$ cat src/rtl/mem_port_arbiter_pkg.sv
// Shared encodings for the instruction/data memory port arbiter.
// FSM states and requester grant IDs, plus a grant-to-state mapping helper.
package arb_pkg;

    typedef enum logic [1:0] {
        IDLE    = 2'd0,
        IF_BUSY = 2'd1,
        DM_BUSY = 2'd2
    } arb_state_e;

    typedef enum logic {
        GNT_IF = 1'b0,
        GNT_DM = 1'b1
    } grant_e;

    function automatic arb_state_e busy_state(input grant_e gnt);
        arb_state_e st;
        case (gnt)
            GNT_IF:  st = IF_BUSY;
            GNT_DM:  st = DM_BUSY;
            default: st = IDLE;
        endcase
        return st;
    endfunction

endpackage

$ cat src/rtl/rr_grant_picker.sv
// Combinational two-way round-robin picker: a lone requester always wins,
// and on contention the requester that was not served last wins.
module rr_grant_picker
    import arb_pkg::*;
(
    input  logic   if_pending,
    input  logic   dm_pending,
    input  grant_e last_grant,
    output logic   grant_valid,
    output grant_e grant_id
);

    // Pick the winner from the pending pair and the previous grant
    always_comb begin
        grant_valid = 1'b0;
        grant_id    = GNT_IF;
        case ({if_pending, dm_pending})
            2'b10: begin
                grant_valid = 1'b1;
                grant_id    = GNT_IF;
            end
            2'b01: begin
                grant_valid = 1'b1;
                grant_id    = GNT_DM;
            end
            2'b11: begin
                grant_valid = 1'b1;
                if (last_grant == GNT_IF) begin
                    grant_id = GNT_DM;
                end else begin
                    grant_id = GNT_IF;
                end
            end
            default: begin
                grant_valid = 1'b0;
                grant_id    = GNT_IF;
            end
        endcase
    end

endmodule

$ cat src/rtl/mem_port_arbiter.sv
// Shares one backing memory port between instruction fetch and data memory
// requesters, with busywait stalls and a bounded wait that aborts hung accesses.
module mem_port_arbiter
    import arb_pkg::*;
#(
    parameter int ADDR_W   = 10,
    parameter int DATA_W   = 32,
    parameter int MAX_WAIT = 64
) (
    input  logic              CLK,
    input  logic              RESET,
    input  logic              IF_READ,
    input  logic [ADDR_W-1:0] IF_ADDRESS,
    output logic [DATA_W-1:0] IF_READDATA,
    output logic              IF_BUSYWAIT,
    input  logic              DM_READ,
    input  logic              DM_WRITE,
    input  logic [ADDR_W-1:0] DM_ADDRESS,
    input  logic [DATA_W-1:0] DM_WRITEDATA,
    output logic [DATA_W-1:0] DM_READDATA,
    output logic              DM_BUSYWAIT,
    output logic              MEM_READ,
    output logic              MEM_WRITE,
    output logic [ADDR_W-1:0] MEM_ADDRESS,
    output logic [DATA_W-1:0] MEM_WRITEDATA,
    input  logic [DATA_W-1:0] MEM_READDATA,
    input  logic              MEM_BUSYWAIT,
    output logic              TIMEOUT
);

    localparam int CNT_W = (MAX_WAIT > 2) ? $clog2(MAX_WAIT) : 1;
    localparam logic [CNT_W-1:0] WAIT_LAST = CNT_W'(MAX_WAIT - 1);
    localparam logic [CNT_W-1:0] CNT_ONE   = CNT_W'(1'b1);

    arb_state_e        state_r;
    arb_state_e        state_nxt_s;
    grant_e            last_grant_r;
    grant_e            pick_id_s;
    logic              pick_valid_s;
    logic [CNT_W-1:0]  wait_cnt_r;
    logic              mem_read_r;
    logic              mem_write_r;
    logic [ADDR_W-1:0] mem_addr_r;
    logic [DATA_W-1:0] mem_wdata_r;
    logic [DATA_W-1:0] if_rdata_r;
    logic [DATA_W-1:0] dm_rdata_r;
    logic              timeout_r;

    logic              dm_pending_s;
    logic              busy_s;
    logic              abort_s;
    logic              done_s;
    logic              grant_s;
    logic              if_done_s;
    logic              dm_done_s;
    logic              dm_rd_done_s;
    logic [DATA_W-1:0] resp_data_s;

    assign dm_pending_s = DM_READ | DM_WRITE;
    assign busy_s       = (state_r == IF_BUSY) || (state_r == DM_BUSY);
    // An abort is treated exactly like a completion, returning all ones
    assign abort_s      = busy_s & MEM_BUSYWAIT & (wait_cnt_r == WAIT_LAST);
    assign done_s       = busy_s & (~MEM_BUSYWAIT | abort_s);
    assign grant_s      = (state_r == IDLE) & pick_valid_s;
    assign if_done_s    = done_s & (state_r == IF_BUSY);
    assign dm_done_s    = done_s & (state_r == DM_BUSY);
    assign dm_rd_done_s = dm_done_s & ~mem_write_r;
    assign resp_data_s  = abort_s ? {DATA_W{1'b1}} : MEM_READDATA;

    rr_grant_picker u_picker (
        .if_pending  (IF_READ),
        .dm_pending  (dm_pending_s),
        .last_grant  (last_grant_r),
        .grant_valid (pick_valid_s),
        .grant_id    (pick_id_s)
    );

    // Next-state logic: grant only from IDLE, return to IDLE on completion
    always_comb begin
        state_nxt_s = state_r;
        case (state_r)
            IDLE: begin
                if (pick_valid_s) begin
                    state_nxt_s = busy_state(pick_id_s);
                end else begin
                    state_nxt_s = IDLE;
                end
            end
            IF_BUSY, DM_BUSY: begin
                if (done_s) begin
                    state_nxt_s = IDLE;
                end else begin
                    state_nxt_s = state_r;
                end
            end
            default: state_nxt_s = IDLE;
        endcase
    end

    // State register
    always_ff @(posedge CLK) begin
        if (RESET) begin
            state_r <= IDLE;
        end else begin
            state_r <= state_nxt_s;
        end
    end

    // Capture the granted request into the memory-side registers; drop strobes on completion
    always_ff @(posedge CLK) begin
        if (RESET) begin
            last_grant_r <= GNT_IF;
            mem_read_r   <= 1'b0;
            mem_write_r  <= 1'b0;
            mem_addr_r   <= {ADDR_W{1'b0}};
            mem_wdata_r  <= {DATA_W{1'b0}};
        end else if (grant_s) begin
            last_grant_r <= pick_id_s;
            if (pick_id_s == GNT_DM) begin
                mem_addr_r  <= DM_ADDRESS;
                mem_wdata_r <= DM_WRITEDATA;
                mem_write_r <= DM_WRITE;
                mem_read_r  <= ~DM_WRITE;
            end else begin
                mem_addr_r  <= IF_ADDRESS;
                mem_write_r <= 1'b0;
                mem_read_r  <= 1'b1;
            end
        end else if (done_s) begin
            mem_read_r  <= 1'b0;
            mem_write_r <= 1'b0;
        end
    end

    // Wait counter: cleared on grant, counts every non-completing busy cycle
    always_ff @(posedge CLK) begin
        if (RESET) begin
            wait_cnt_r <= {CNT_W{1'b0}};
        end else if (grant_s) begin
            wait_cnt_r <= {CNT_W{1'b0}};
        end else if (busy_s && !done_s) begin
            wait_cnt_r <= wait_cnt_r + CNT_ONE;
        end
    end

    // Per-port readdata latches and the sticky abort flag
    always_ff @(posedge CLK) begin
        if (RESET) begin
            if_rdata_r <= {DATA_W{1'b0}};
            dm_rdata_r <= {DATA_W{1'b0}};
            timeout_r  <= 1'b0;
        end else begin
            if (if_done_s) begin
                if_rdata_r <= resp_data_s;
            end
            if (dm_rd_done_s) begin
                dm_rdata_r <= resp_data_s;
            end
            if (abort_s) begin
                timeout_r <= 1'b1;
            end
        end
    end

    assign IF_BUSYWAIT   = IF_READ & ~if_done_s;
    assign DM_BUSYWAIT   = dm_pending_s & ~dm_done_s;
    assign IF_READDATA   = if_done_s ? resp_data_s : if_rdata_r;
    assign DM_READDATA   = dm_rd_done_s ? resp_data_s : dm_rdata_r;
    assign MEM_READ      = mem_read_r;
    assign MEM_WRITE     = mem_write_r;
    assign MEM_ADDRESS   = mem_addr_r;
    assign MEM_WRITEDATA = mem_wdata_r;
    assign TIMEOUT       = timeout_r;

endmodule

$ cat config.mk
export PLATFORM = sky130hd
export DESIGN_NAME = mem_port_arbiter
export DESIGN_NICKNAME = d
export VERILOG_FILES = /design/src/rtl/mem_port_arbiter_pkg.sv /design/src/rtl/rr_grant_picker.sv /design/src/rtl/mem_port_arbiter.sv
export SDC_FILE = /design/constraint.sdc
export NUM_CORES = 1
export LEC_CHECK = 0
export BUFFER_PORTS_ARGS = -buffer_cell sky130_fd_sc_hd__buf_2
export CAP_MARGIN = 20
export CORE_MARGIN = 4
export CORE_UTILIZATION = 47
export DETAILED_ROUTE_END_ITERATION = 10
export PLACE_DENSITY = 0.78
export SLEW_MARGIN = 20
export SYNTH_ARGS = -nofsm -noshare
export SYNTH_HDL_FRONTEND = slang
export SYNTH_HIERARCHICAL = 1
export SYNTH_SLANG_ARGS = --single-unit
$ cat constraint.sdc
create_clock -name CLK -period 2.6 [get_ports CLK]
set_input_delay 0.39 -clock CLK [delete_from_list [all_inputs] [get_ports CLK]]
set_output_delay 0.39 -clock CLK [all_outputs]
set_load 0.01 [all_outputs]
==> results.toml <==
[outcome]
status = "finished, violations left"
violations = "negative setup slack"

[logic_synthesis]
avgSynthCellArea_um2 = 7.94
syn_inst = 612
ys_warn_count = 6
syn_nets = 706
synth_top_cells_by_area = "dfxtp_1 (49%), a21oi_1 (10%), nor2_1 (8.9%), nand2_1 (5.4%), a211oi_2 (4.4%)"
ys_types = 35
syn_area_um2 = 4860
ys_seq_area_share_pct = 48.6
ys_ff_latch = 118
synth_top_area_cell = "dfxtp_1"
synth_top_area_share_pct = 48.6

[setup_path]
cp.arrival_ps = 2240
critPathRequiredTime_ps = 2210
cp-startpoint = "state_r[1]"
cp_cell_sequence = "inv_2 -> ha_4 -> nand3_4 -> o21ai_4 -> nand3_4 -> clkbuf_16 -> a21oi_2 -> buf_2"
endpoint = "IF_READDATA[30]"
critical_path.max_fanout = 16
reg2reg_depth = 8
timing.rr.start = "state_r[1]"
crit_top_cell = "nand3_4"
path_class = "register to primary output"
worstReg2RegEnd = "if_rdata_r[3]"
max_stage_delay_ps = 350
cp_slowest_cell = "dfxtp_2"
endpoint_kind = "primary output"
cp-start-kind = "register"
r2r_slack_ps = 580

[drt]
drtAntennaViolNets = 0
wl_per_cell_um = 16.0
drt_iter0_drc = 348
vias = 5046
wl_mm = 15.2
drt_pass1_iterations = 4
via_per_inst = 5.31
drc_errors = 0

[global_route]
track_usage_pct = 24.1
met2_usage_pct = 40.0
antenna_found_initial = 0
met3_usage_pct = 8.40
grt_max_degree = 56
top_usage_layer = "met2"
grt_pass1_wl_mm = 22.7
overflow = 0
grt_use_met1_pct = 29.0
first_global_vias = 4720

[pwr]
leakage_uw = 0.00327
power_density_nw_per_um2 = 762
power_uw = 5390
ir_drop_mv = 0.462

[final_layout]
final_cells = 950
syn_to_final_growth_pct = 45.4
n_antenna_cell = 0
drive_gt1_share_pct = 40.6
nets = 898
final_cell_mix = "buf_2 (198), dfxtp_1 (116), nor2_1 (102), nand2_1 (70), a21oi_1 (60)"
final_util_pct = 71.4
final_common_cell = "buf_2"

[clock_tree]
clkSlewWorstSetupHoldPaths_ps = 50
clk_latency_ps = 510
root_buffer = "clkbuf_8"
cts.sinks = 118
cts_buffer_depth = 2
htreeDepth = 4
cts_buffers = 17
postCtsHoldBufs = 0
cts_tree = "yes"

[sta]
fin_crit_sh_pct = 101
hold_violations = 0
skew_ps = 7.78
holdWs_ps = 110
rsz0062_at_grt = "true"
tightest_slew_ps = 581
timing.fmax_ghz = 0.380
setup_ws_ps = -34.1
timing.slew.headroom_pct = 61.3
timing.final.crit_period_ps = 2630
setup_viol = 6
drv_slew = 0

[die]
die_height_um = 110
start_util_pct = 49.1
dieArea_um2 = 12000
core_um2 = 9910
die_w_um = 110
ioPinCount = 201
rows = 36

[place]
place_inst = 911
io_buffers = 200
place.gp.congestion = 0.826
hpwl_mm = 9.61

[min_path]
hold_path_class = "input pin to register"

[job]
maxCapViolCount = 0
==> worst min-delay path by stage <==
| stage | start | endpoint | depth (start not counted) |
|---|---|---|---|
| 2_1_floorplan | if_rdata_r[0] | if_rdata_r[0] | 2 |
| 6_report | DM_WRITEDATA[10] | MEM_WRITEDATA[10] | 3 |
| 3_3_place_gp | MEM_WRITEDATA[26] | MEM_WRITEDATA[26] | 2 |
| 5_1_grt | DM_WRITEDATA[6] | MEM_WRITEDATA[6] | 3 |
| 4_1_cts | DM_WRITEDATA[29] | MEM_WRITEDATA[29] | 3 |
| 3_5_place_dp | MEM_WRITEDATA[31] | MEM_WRITEDATA[31] | 2 |
==> report_power, final <==
part | leakage [uW] | internal, uW | switching (uW)
clock | 0.000311 | 1680 | 782
combinational | 0.00200 | 369 | 552
sequential | 0.000962 | 1940 | 64.4
==> Yosys cell counts, drive strengths merged <==
master    n
o21bai    1
ha        4
a211oi   44
nand3     7
xor2      1
nor2    115
mux2i    12
a21boi    1
o31ai     1
nand4     2
and4      1
buf      10
nor3     35
o21ai     2
dfxtp   118
o211a     1
and3      2
nand2    70
xnor2     1
or2       2
clkbuf   35
and3b     1
a31oi     3
a21oi   101
and2      3
nand2b    1
inv      38
==> kinds of logic after synthesis <==
| group | Yosys count | synth area share (%) |
|---|---|---|
| simple gates | 239 | 20.4 |
| flops | 118 | 48.6 |
| xor+xnor | 2 | 0.360 |
| mux | 12 | 2.47 |
| compound gates | 154 | 20.3 |
| buf+inv | 83 | 6.92 |
| fa+ha+maj | 4 | 1.03 |
==> cell type report <==
class | instances | area (um^2)
Sequential cell | 118 | 2360
Clock inverter | 8 | 143
Fill cell | 766 | 2840
Timing Repair Buffer | 218 | 1270
Tap cell | 133 | 166
Clock buffer | 24 | 490
Multi-Input combinational cell | 411 | 2490
Inverter | 38 | 143
==> critical path, delay by kind of cell, from the launching register on <==
family / cells / cell delay, ps
buffers and inverters: 3 / 450
AO/OA/AOI/OAI: 2 / 400
flip-flops: 1 / 350
adder cells (fa/ha/maj): 1 / 300
AND/OR/NAND/NOR: 2 / 240
==> metrics by stage <==
| step | setup TNS [ps] | setup slack (ps) | instance area (um^2) |
|---|---|---|---|
| floorplan | 0 | 495 | 4860 |
| global placement | 0 | 384 | 5960 |
| detailed placement | 0 | 275 | 5960 |
| CTS | 0 | 1.27 | 6720 |
| global route | -4770 | -149 | 7070 |
| finish | -108 | -34.1 | 7070 |
==> routing by layer <==
layer	share of wire (%)	wire length [um]
met5	0	0
met4	2.5	375
met3	9.7	1480
met2	48	7230
met1	40	6110
==> state kept, by name (all words and copies together), names as in the netlist <==
| name | flops |
|---|---|
| MEM_ADDRESS | 10 |
| dm_rdata_r | 32 |
| MEM_WRITE | 1 |
| wait_cnt_r | 6 |
| TIMEOUT | 1 |
| last_grant_r | 1 |
| state_r | 2 |
| MEM_WRITEDATA | 32 |
| if_rdata_r | 32 |
| MEM_READ | 1 |
==> what timing repair did <==
action | in CTS | in global routing
cloned | 1 | 2
gates resized for setup | 18 | 69
setup buffers | 3 | 1
endpoints found under the hold margin | 0 | 0
endpoints found under the setup margin | 65 | 65
pin swaps | 4 | 17
(Power assumes the default switching activity.)
